**config.mk**
```make
export PLATFORM = sky130hd
export DESIGN_NAME = muldiv_seq
export DESIGN_NICKNAME = d
export VERILOG_FILES = /design/src/rtl/muldiv_seq_pkg.sv /design/src/rtl/muldiv_fixup.sv /design/src/rtl/muldiv_seq.sv
export SDC_FILE = /design/constraint.sdc
export NUM_CORES = 1
export LEC_CHECK = 0
export ABC_AREA = 1
export BUFFER_PORTS_ARGS = -buffer_cell sky130_fd_sc_hd__buf_2
export CAP_MARGIN = 20
export CORE_ASPECT_RATIO = 2
export CORE_MARGIN = 4
export CORE_UTILIZATION = 30
export DETAILED_ROUTE_END_ITERATION = 10
export GPL_TIMING_DRIVEN = 1
export PLACE_DENSITY = 0.53
export SLEW_MARGIN = 10
export SYNTH_ARGS = -nofsm -noshare
export SYNTH_HDL_FRONTEND = slang
export SYNTH_SLANG_ARGS = --single-unit
```
**constraint.sdc**
```tcl
create_clock -name clock -period 2.9 [get_ports clock]
set_input_delay 0.58 -clock clock [delete_from_list [all_inputs] [get_ports clock]]
set_output_delay 0.58 -clock clock [all_outputs]
set_load 0.05 [all_outputs]
```
**src/rtl/muldiv_seq_pkg.sv**
```systemverilog
// Shared constants and types for the iterative M-extension unit.
package muldiv_seq_pkg;

  localparam logic [2:0] FUNCT3_ALU_MUL    = 3'b000;
  localparam logic [2:0] FUNCT3_ALU_MULH   = 3'b001;
  localparam logic [2:0] FUNCT3_ALU_MULHSU = 3'b010;
  localparam logic [2:0] FUNCT3_ALU_MULHU  = 3'b011;
  localparam logic [2:0] FUNCT3_ALU_DIV    = 3'b100;
  localparam logic [2:0] FUNCT3_ALU_DIVU   = 3'b101;
  localparam logic [2:0] FUNCT3_ALU_REM    = 3'b110;
  localparam logic [2:0] FUNCT3_ALU_REMU   = 3'b111;

  typedef enum logic [1:0] {IDLE, CALC, FIXUP, DONE} muldiv_state_t;

  // Operand signedness per op; MUL low half is sign-agnostic so it runs unsigned.
  function automatic logic op_a_signed(input logic [2:0] f);
    return (f == FUNCT3_ALU_MULH) || (f == FUNCT3_ALU_MULHSU) ||
           (f == FUNCT3_ALU_DIV)  || (f == FUNCT3_ALU_REM);
  endfunction

  function automatic logic op_b_signed(input logic [2:0] f);
    return (f == FUNCT3_ALU_MULH) || (f == FUNCT3_ALU_DIV) || (f == FUNCT3_ALU_REM);
  endfunction

endpackage

```
**src/rtl/muldiv_fixup.sv**
```systemverilog
// Sign correction of the unsigned core result and final result select.
module muldiv_fixup
  import muldiv_seq_pkg::*;
#(
  parameter int unsigned XLEN = 32
) (
  input  logic [2:0]        funct3_i,
  input  logic              sign_a_i,
  input  logic              sign_b_i,
  input  logic [2*XLEN-1:0] acc_i,
  output logic [XLEN-1:0]   result_c_o
);

  logic [2*XLEN-1:0] prod;
  logic [XLEN-1:0]   quot;
  logic [XLEN-1:0]   rem;

  // Unsigned ops never record sign flags, so negation is a no-op for them.
  assign prod = (sign_a_i ^ sign_b_i) ? -acc_i : acc_i;
  assign quot = (sign_a_i ^ sign_b_i) ? -acc_i[XLEN-1:0] : acc_i[XLEN-1:0];
  assign rem  = sign_a_i ? -acc_i[2*XLEN-1:XLEN] : acc_i[2*XLEN-1:XLEN];

  always_comb begin
    result_c_o = '0;
    unique case (funct3_i)
      FUNCT3_ALU_MUL:                                       result_c_o = prod[XLEN-1:0];
      FUNCT3_ALU_MULH, FUNCT3_ALU_MULHSU, FUNCT3_ALU_MULHU: result_c_o = prod[2*XLEN-1:XLEN];
      FUNCT3_ALU_DIV, FUNCT3_ALU_DIVU:                      result_c_o = quot;
      default:                                              result_c_o = rem;
    endcase
  end

endmodule

```
**src/rtl/muldiv_seq.sv**
```systemverilog
// Iterative RV M-extension unit: radix-2 shift-add multiply, restoring divide.
module muldiv_seq
  import muldiv_seq_pkg::*;
#(
  parameter int unsigned XLEN = 32
) (
  input  logic            clock,
  input  logic            reset_n,
  input  logic            flush,
  input  logic            in_valid,
  output logic            in_ready,
  input  logic [2:0]      in_funct3,
  input  logic [XLEN-1:0] in_op_a,
  input  logic [XLEN-1:0] in_op_b,
  output logic            out_valid,
  input  logic            out_ready,
  output logic [XLEN-1:0] out_result,
  output logic            busy
);

  localparam int unsigned     CNT_W   = $clog2(XLEN) + 1;
  localparam logic [XLEN-1:0] MIN_INT = {1'b1, {(XLEN-1){1'b0}}};

  muldiv_state_t     state_q, state_d;
  logic [2:0]        funct3_q, funct3_d;
  logic              sign_a_q, sign_a_d, sign_b_q, sign_b_d;
  logic [XLEN-1:0]   mcand_q, mcand_d;
  logic [2*XLEN-1:0] acc_q, acc_d;
  logic [CNT_W-1:0]  cnt_q, cnt_d;
  logic              out_valid_q, out_valid_d;
  logic [XLEN-1:0]   result_q, result_d;
  logic              in_ready_q, in_ready_d;
  logic              busy_q, busy_d;

  // Request decode: magnitudes and special cases resolved at accept.
  logic            a_neg, b_neg, div_zero, div_ovf;
  logic [XLEN-1:0] abs_a, abs_b;

  assign a_neg    = op_a_signed(in_funct3) & in_op_a[XLEN-1];
  assign b_neg    = op_b_signed(in_funct3) & in_op_b[XLEN-1];
  assign abs_a    = a_neg ? -in_op_a : in_op_a;
  assign abs_b    = b_neg ? -in_op_b : in_op_b;
  assign div_zero = in_funct3[2] && (in_op_b == '0);
  assign div_ovf  = ((in_funct3 == FUNCT3_ALU_DIV) || (in_funct3 == FUNCT3_ALU_REM)) &&
                    (in_op_a == MIN_INT) && (in_op_b == '1);

  // One iteration step; acc holds product:multiplier or remainder:quotient.
  logic [XLEN-1:0] acc_hi, acc_lo, rem_sub;
  logic [XLEN:0]   mul_sum, rem_sh;
  logic            div_fit;

  assign acc_hi  = acc_q[2*XLEN-1:XLEN];
  assign acc_lo  = acc_q[XLEN-1:0];
  assign mul_sum = {1'b0, acc_hi} + (acc_lo[0] ? {1'b0, mcand_q} : '0);
  assign rem_sh  = {acc_hi, acc_lo[XLEN-1]};
  assign div_fit = rem_sh >= {1'b0, mcand_q};
  assign rem_sub = XLEN'(rem_sh - {1'b0, mcand_q});

  logic [XLEN-1:0] fix_result;

  muldiv_fixup #(.XLEN(XLEN)) u_fixup (
    .funct3_i   (funct3_q),
    .sign_a_i   (sign_a_q),
    .sign_b_i   (sign_b_q),
    .acc_i      (acc_q),
    .result_c_o (fix_result)
  );

  always_comb begin
    state_d     = state_q;
    funct3_d    = funct3_q;
    sign_a_d    = sign_a_q;
    sign_b_d    = sign_b_q;
    mcand_d     = mcand_q;
    acc_d       = acc_q;
    cnt_d       = cnt_q;
    out_valid_d = out_valid_q;
    result_d    = result_q;

    unique case (state_q)
      IDLE: begin
        if (in_valid && !flush) begin
          funct3_d = in_funct3;
          sign_a_d = a_neg;
          sign_b_d = b_neg;
          cnt_d    = CNT_W'(XLEN);
          if (in_funct3[2]) begin
            acc_d   = {{XLEN{1'b0}}, abs_a};
            mcand_d = abs_b;
          end else begin
            acc_d   = {{XLEN{1'b0}}, abs_b};
            mcand_d = abs_a;
          end
          if (div_zero) begin
            state_d     = DONE;
            out_valid_d = 1'b1;
            result_d    = in_funct3[1] ? in_op_a : '1;
          end else if (div_ovf) begin
            state_d     = DONE;
            out_valid_d = 1'b1;
            result_d    = in_funct3[1] ? '0 : MIN_INT;
          end else begin
            state_d = CALC;
          end
        end
      end
      CALC: begin
        cnt_d = cnt_q - CNT_W'(1);
        if (funct3_q[2]) begin
          acc_d = {div_fit ? rem_sub : rem_sh[XLEN-1:0], acc_lo[XLEN-2:0], div_fit};
        end else begin
          acc_d = {mul_sum, acc_lo[XLEN-1:1]};
        end
        if (cnt_q == CNT_W'(1)) state_d = FIXUP;
      end
      FIXUP: begin
        state_d     = DONE;
        out_valid_d = 1'b1;
        result_d    = fix_result;
      end
      DONE: begin
        if (out_ready) begin
          state_d     = IDLE;
          out_valid_d = 1'b0;
        end
      end
      default: state_d = IDLE;
    endcase

    // A pipeline kill discards the op from any state, including a pending handshake.
    if (flush) begin
      state_d     = IDLE;
      out_valid_d = 1'b0;
      result_d    = result_q;
    end

    in_ready_d = (state_d == IDLE);
    busy_d     = (state_d != IDLE);
  end

  always_ff @(posedge clock or negedge reset_n) begin
    if (!reset_n) begin
      state_q     <= IDLE;
      funct3_q    <= '0;
      sign_a_q    <= 1'b0;
      sign_b_q    <= 1'b0;
      mcand_q     <= '0;
      acc_q       <= '0;
      cnt_q       <= '0;
      out_valid_q <= 1'b0;
      result_q    <= '0;
      in_ready_q  <= 1'b1;
      busy_q      <= 1'b0;
    end else begin
      state_q     <= state_d;
      funct3_q    <= funct3_d;
      sign_a_q    <= sign_a_d;
      sign_b_q    <= sign_b_d;
      mcand_q     <= mcand_d;
      acc_q       <= acc_d;
      cnt_q       <= cnt_d;
      out_valid_q <= out_valid_d;
      result_q    <= result_d;
      in_ready_q  <= in_ready_d;
      busy_q      <= busy_d;
    end
  end

  assign in_ready   = in_ready_q;
  assign busy       = busy_q;
  assign out_valid  = out_valid_q;
  assign out_result = result_q;

endmodule

```
==> results.json, run 1 <==
{
  "outcome": "completed",
  "cp.required_ps": 3250,
  "ant_nets": 0,
  "worst_pin_slew_ps": 994,
  "path_max_fanout": 4,
  "p_comb_share_pct": 74.4,
  "synth_most_common_cell": "nand2_1",
  "grt-ovfl-total": 0,
  "cts_resized": 0,
  "critPathMaxStageDelay_ps": 450,
  "final_core_util_pct": 36.1,
  "p_per_area_nw_per_um2": 1030,
  "yosys-top-cells-count": "nand2_1 (1171), inv_1 (445), nand3_1 (370)",
  "netlist_area_sq_um": 18500,
  "leakage_nw": 11.8,
  "synth.net_count": 3500,
  "fin_skew_ps": 13.6,
  "crit_buf_inv": 3,
  "numClockSinks": 144,
  "final_max_slew_viol_count": 0,
  "post-route-min-period_ps": 2800,
  "ys_types": 53,
  "crit_type": "flip-flop to flip-flop",
  "clockBufferDepth": 2,
  "p_sw_share_pct": 59.2,
  "cts_setup_buffers": 0,
  "clockPowerShare_pct": 10.0,
  "grt_usage_pct": 32.1,
  "drc": 0,
  "cp.arrival_ps": 3150,
  "wl_per_cell_um": 24.6,
  "grt_pass1_wl_um": 154000,
  "clk_pin_slew_worst_paths_ps": 70,
  "ys_seq_elements": 144,
  "setup_viol": 0,
  "synthTopCellsByArea": "nand2_1 (24%), dfrtp_1 (19%), nand3_1 (10%), inv_1 (9.0%), nor2_1 (7.3%)",
  "avgSynthCellArea_sq_um": 5.51,
  "first_global_vias": 23475,
  "hp-class": "input port to asynchronous set/reset pin",
  "port_buffers": 106,
  "area_growth_pct": 19.1,
  "netlist_instances": 3355,
  "worstSetupStartpointType": "flip-flop",
  "die_y_um": 359,
  "layout-drive-gt1-share_pct": 13.2,
  "async_reset_ff_share_pct": 100,
  "synthFlopType": "dfrtp_1",
  "cts_hold_buffers": 0,
  "max_freq_mhz": 357,
  "synthDominantCellAreaShare_pct": 23.8,
  "ys_warn_count": 0,
  "cts_tree": "done",
  "place_area_sq_um": 21400,
  "crit_path_end_kind": "flip-flop",
  "synth_edf_count": 0,
  "final_hold_viol_count": 0,
  "start_util_pct": 30.3,
  "h-tree-depth": 4,
  "crit_family": "simple AND/OR/NAND/NOR gates",
  "internal-power_mw": 9.20,
  "dr.pass1.iters": 6,
  "fin_ws_ps": 98.7,
  "finalCritPeriodShare_pct": 96.6,
  "wl_um": 108000,
  "cpMostUsedCell": "nand2_1",
  "slowest_stage": "dfrtp_1",
  "preCtsSetupSlack_ps": 34.9,
  "fp-row-count": 128,
  "gp_congestion": 1.05,
  "io_pins": 107,
  "peakVddDrop_uv": 517,
  "drt_iter0_markers": 1923,
  "slew_headroom_pct": 33.4,
  "drt-vias-per-instance": 5.31,
  "cts_inserted_buffers": 17,
  "root_buffer": "clkbuf_16",
  "vias": 23370,
  "dp_hpwl_um": 90300,
  "antenna_found_initial": 1,
  "clkLatencyLatePin_ps": 450,
  "die_w_um": 184,
  "final_area_sq_um": 22000,
  "core_area_sq_um": 61000,
  "die_area_sq_um": 65900,
  "p_switching_mw": 13.4,
  "path_cells": "ha_1, buf_4, nand2_1, nor2_1, buf_4, nand2_1, nor4_1, nand2_1, nand2_1, nand2_1, nand3_1, buf_4, nand3_1, nand2_1, nand2_1",
  "seqPwrFrac_pct": 15.6,
  "rsz0062_at_grt": "true",
  "finalPower_mw": 22.6,
  "grt_max_degree": 95,
  "fin_nets": 3748,
  "yosysTopAreaCell": "nand2_1",
  "drv_cap": 0,
  "ys_seq_area_share_pct": 19.5
}
==> cells by family after synthesis <==
group	count (synthesis)	synth area share, %
AOI/OAI and AO/OA	413	12.3
xor gates and xnor gates	71	3.36
adders and majority gates	73	5.02
buffers and inverters	600	12.7
DFF	144	19.5
muxes	2	0.108
and+or+nand+nor	2052	47.0
==> per-layer routing <==
| metal | part of all wire (%) | global-route usage (%) | vias to the layer above |
|---|---|---|---|
| met5 | 0 | 0 | - |
| met4 | 15 | 35.3 | 0 |
| met3 | 4.5 | 3.96 | 459 |
| met2 | 50 | 57.8 | 1009 |
| met1 | 30 | 28.5 | 10731 |
| li1 | - | - | 11171 |
==> per-stage QoR <==
stage                     hold slack [ps]  std cells  TNS, ps
after floorplan                       284       3355        0
after detailed placement              460       4364        0
after global placement                463       4364        0
after global routing                 74.0       4396    -28.8
after CTS                            71.7       4396        0
final                                47.1       4397        0
==> final timing paths <==
check,start,to,slack [ps],cells past startpoint
setup reg to reg,acc_q[57],acc_q[60],100,15
hold / removal,reset_n,acc_q[63],50,1
hold reg to reg,out_result[12],out_result[12],480,2
setup / recovery,acc_q[57],acc_q[60],100,15
max in group asynchronous,reset_n,in_ready,2020,2
min in group clock,flush,out_valid,410,3
==> sequential cells by signal, indices dropped and copies added, names as in the netlist <==
signal and cells:
acc_q 64, mcand_q 32, out_result 32, cnt_q 6, funct3_q 3, state_q 2, busy 1, in_ready 1
out_valid 1, sign_a_q 1, sign_b_q 1
==> area by class of cell <==
cell class	count	area, sq um
tap	780	976
clock buffer	18	429
fill	7012	39000
sequential	144	3610
antenna	1	2.50
timing repair buffer	333	2370
clock inverter	14	134
multi-input combinational	2611	12600
inverter	496	1860
==> power by group through the flow <==
stage / Combinational [mW] / Clock (mW) / Sequential (mW)
floorplan: 8.58 / 0 / 3.60
global placement: 16.3 / 0 / 3.51
detailed placement: 16.2 / 0 / 3.51
CTS: 16.3 / 2.27 / 3.48
global route: 18.0 / 2.33 / 3.53
finish: 16.8 / 2.26 / 3.52
==> layout by cell type, fill, tap and decap left out, types with 5 or more instances in the layout <==
| master | Yosys | final |
|---|---|---|
| a21boi_1 | 12 | 12 |
| a21oi_1 | 146 | 145 |
| a22oi_1 | 5 | 5 |
| a31oi_1 | 13 | 13 |
| and2_1 | 7 | 7 |
| buf_12 | 0 | 10 |
| buf_2 | 26 | 105 |
| buf_4 | 7 | 217 |
| clkbuf_16 | 0 | 17 |
| clkinv_1 | 9 | 9 |
| dfrtp_1 | 143 | 139 |
| ha_1 | 71 | 64 |
| ha_2 | 0 | 5 |
| inv_1 | 445 | 445 |
| inv_2 | 41 | 41 |
| nand2_1 | 1171 | 1167 |
| nand2_2 | 3 | 6 |
| nand3_1 | 370 | 366 |
| nand3_2 | 6 | 10 |
| nand3b_1 | 21 | 21 |
| nand4_1 | 49 | 49 |
| nor2_1 | 361 | 356 |
| nor2_2 | 9 | 14 |
| nor2_4 | 8 | 8 |
| nor3_1 | 27 | 26 |
| o211ai_1 | 25 | 25 |
| o21ai_0 | 94 | 92 |
| o21ai_1 | 88 | 90 |
| o21bai_1 | 10 | 10 |
| o221ai_1 | 12 | 12 |
| xnor2_1 | 21 | 21 |
| xor2_1 | 50 | 50 |
No activity file was read; power rests on OpenSTA's default activity.
==> run 2: changes to the inputs <==
--- a/config.mk
+++ b/config.mk
@@ -14,6 +14,7 @@
 export DETAILED_ROUTE_END_ITERATION = 10
 export GPL_TIMING_DRIVEN = 1
 export PLACE_DENSITY = 0.53
+export RECOVER_POWER = 50
 export SLEW_MARGIN = 10
 export SYNTH_ARGS = -nofsm -noshare
 export SYNTH_HDL_FRONTEND = slang
==> run 2 against run 1 <==
Net effect: global-route usage unchanged; die area unchanged; flip-flop and latch count unchanged; register-to-register slack got worse by 30 ps; power is essentially flat; worst setup slack got worse by 27 ps; non-clock buffer count unchanged; core utilization is 0.064 points lower; the flow now finishes with violations (capacitance limit, slew limit).
==> results.json, run 2 (same netlist as run 1, synthesis figures left out) <==
{
  "outcome": "finished with violations",
  "violations": "capacitance limit, slew limit",
  "io_pins": 107,
  "grt_usage_pct": 32.1,
  "cts_inserted_buffers": 17,
  "fin_skew_ps": 13.9,
  "area_growth_pct": 18.9,
  "layout-drive-gt1-share_pct": 12.8,
  "path_max_fanout": 3,
  "clockBufferDepth": 2,
  "hold_depth": 3,
  "final_common_cell": "nand2_1",
  "fp-row-count": 128,
  "cpMostUsedCell": "nand2_1",
  "post-route-min-period_ps": 2830,
  "antenna_found_initial": 1,
  "p_comb_share_pct": 74.4,
  "worstSetupStartpointType": "flip-flop",
  "clkLatencyLatePin_ps": 460,
  "p_switching_mw": 13.4,
  "ant_nets": 0,
  "drc": 0,
  "crit_type": "flip-flop to flip-flop",
  "p_sw_share_pct": 59.3,
  "final_max_slew_viol_count": 44,
  "dp_hpwl_um": 90300,
  "worst_pin_slew_ps": 2370,
  "max_freq_mhz": 354,
  "setup_viol": 0,
  "dr.pass1.iters": 6,
  "cp.arrival_ps": 3170,
  "drt_iter0_markers": 1950,
  "crit_path_end_kind": "flip-flop",
  "drv_cap": 1,
  "slew_headroom_pct": -58.2,
  "drt-vias-per-instance": 5.33,
  "die_area_sq_um": 65900,
  "path_cells": "inv_1, ha_1, inv_1, fa_1, nand2_1, nand3_1, nand2_1, nand2_1, nand2_1, nand3b_1, nand2_1, nand3_1, nand2_1, o21ai_1",
  "slowest_stage": "fa_1",
  "grt-ovfl-total": 0,
  "gp_congestion": 1.05,
  "crit_cells": 14,
  "start_util_pct": 30.3,
  "wl_per_cell_um": 24.6,
  "final_cell_mix": "nand2_1 (1167), inv_1 (446), nand3_1 (366)",
  "crit_path_start": "acc_q[31]",
  "leakage_nw": 11.8,
  "p_per_area_nw_per_um2": 1030,
  "fin_ws_ps": 72.1,
  "port_buffers": 106,
  "first_global_vias": 23475,
  "rsz0062_at_grt": "true",
  "numClockSinks": 144,
  "peakVddDrop_uv": 519,
  "cp.required_ps": 3240,
  "fin_nets": 3748,
  "crit_family": "simple AND/OR/NAND/NOR gates",
  "clockPowerShare_pct": 10.0,
  "die_y_um": 359,
  "cts_hold_buffers": 0,
  "reg2reg_from": "acc_q[31]",
  "wl_um": 108000,
  "grt_pass1_wl_um": 154000,
  "vias": 23439,
  "place_area_sq_um": 21400,
  "largest_register": "acc_q",
  "n_fill_cell": 7026,
  "preCtsSetupSlack_ps": 34.9,
  "grt_max_degree": 95,
  "diodes": 0,
  "crit_buf_inv": 2,
  "seqPwrFrac_pct": 15.6,
  "final_hold_viol_count": 0,
  "final_area_sq_um": 22000,
  "largest_reg_flops": 64,
  "h-tree-depth": 4,
  "internal-power_mw": 9.19,
  "cts_tree": "done",
  "finalCritPeriodShare_pct": 97.5,
  "hold_start": "flush",
  "root_buffer": "clkbuf_16",
  "die_w_um": 184,
  "ff2ff_path_depth": 14,
  "critPathMaxStageDelay_ps": 410,
  "clk_pin_slew_worst_paths_ps": 70,
  "hp-class": "input port to flip-flop",
  "core_area_sq_um": 61000
}
==> run 2: layout make-up <==
class	count	area [sq um]	share of cell area, %
multi-input cells	2611	12600	57.5
flip-flops and latches	144	3610	16.4
repair buffers	333	2340	10.6
inverters	496	1860	8.48
well taps	780	976	4.44
clock buffers	18	429	1.95
clock inverters	14	134	0.609
==> run 2: path summary, 6_finish.rpt <==
kind                                   to  slack (ps)
setup / recovery                acc_q[54]          70
setup reg to reg                acc_q[54]          70
min in group asynchronous       acc_q[63]         960
max in group asynchronous        in_ready         300
hold / removal                  out_valid         400
hold reg to reg            out_result[12]         480
==> run 2: tightest hold or removal path: stages <==
cell and delay [ps]:
buf_2 100, o21bai_1 100, a21oi_1 40
==> run 2: power by group through the flow <==
stage | logic [mW] | clock network, mW | registers (mW)
finish | 16.8 | 2.26 | 3.52
floorplan | 8.58 | 0 | 3.60
detailed placement | 16.2 | 0 | 3.51
global placement | 16.3 | 0 | 3.51
CTS | 16.3 | 2.27 | 3.48
global route | 17.9 | 2.33 | 3.53
==> run 2: routing by layer <==
metal	routed length [um]	global-route usage [%]
met1	32900	28.5
met2	54700	57.8
met3	4960	3.96
met4	15800	35.3
met5	0	0
==> run 2: through the flow <==
stage / TNS [ps] / total power [mW] / hold WS, ps / std cells / util, %
6_report: 0 / 22.6 / 403 / 4396 / 36.0
5_1_grt: -28.8 / 23.8 / 429 / 4396 / 36.0
4_1_cts: 0 / 22.0 / 71.7 / 4396 / 35.9
3_5_place_dp: 0 / 19.7 / 460 / 4364 / 35.0
3_3_place_gp: 0 / 19.8 / 463 / 4364 / 35.0
2_1_floorplan: 0 / 12.2 / 284 / 3355 / -
==> run 2: repair_timing <==
action                     CTS  global route
buffers inserted             0             0
setup endpoints to repair    0            20
resized for setup            0            26
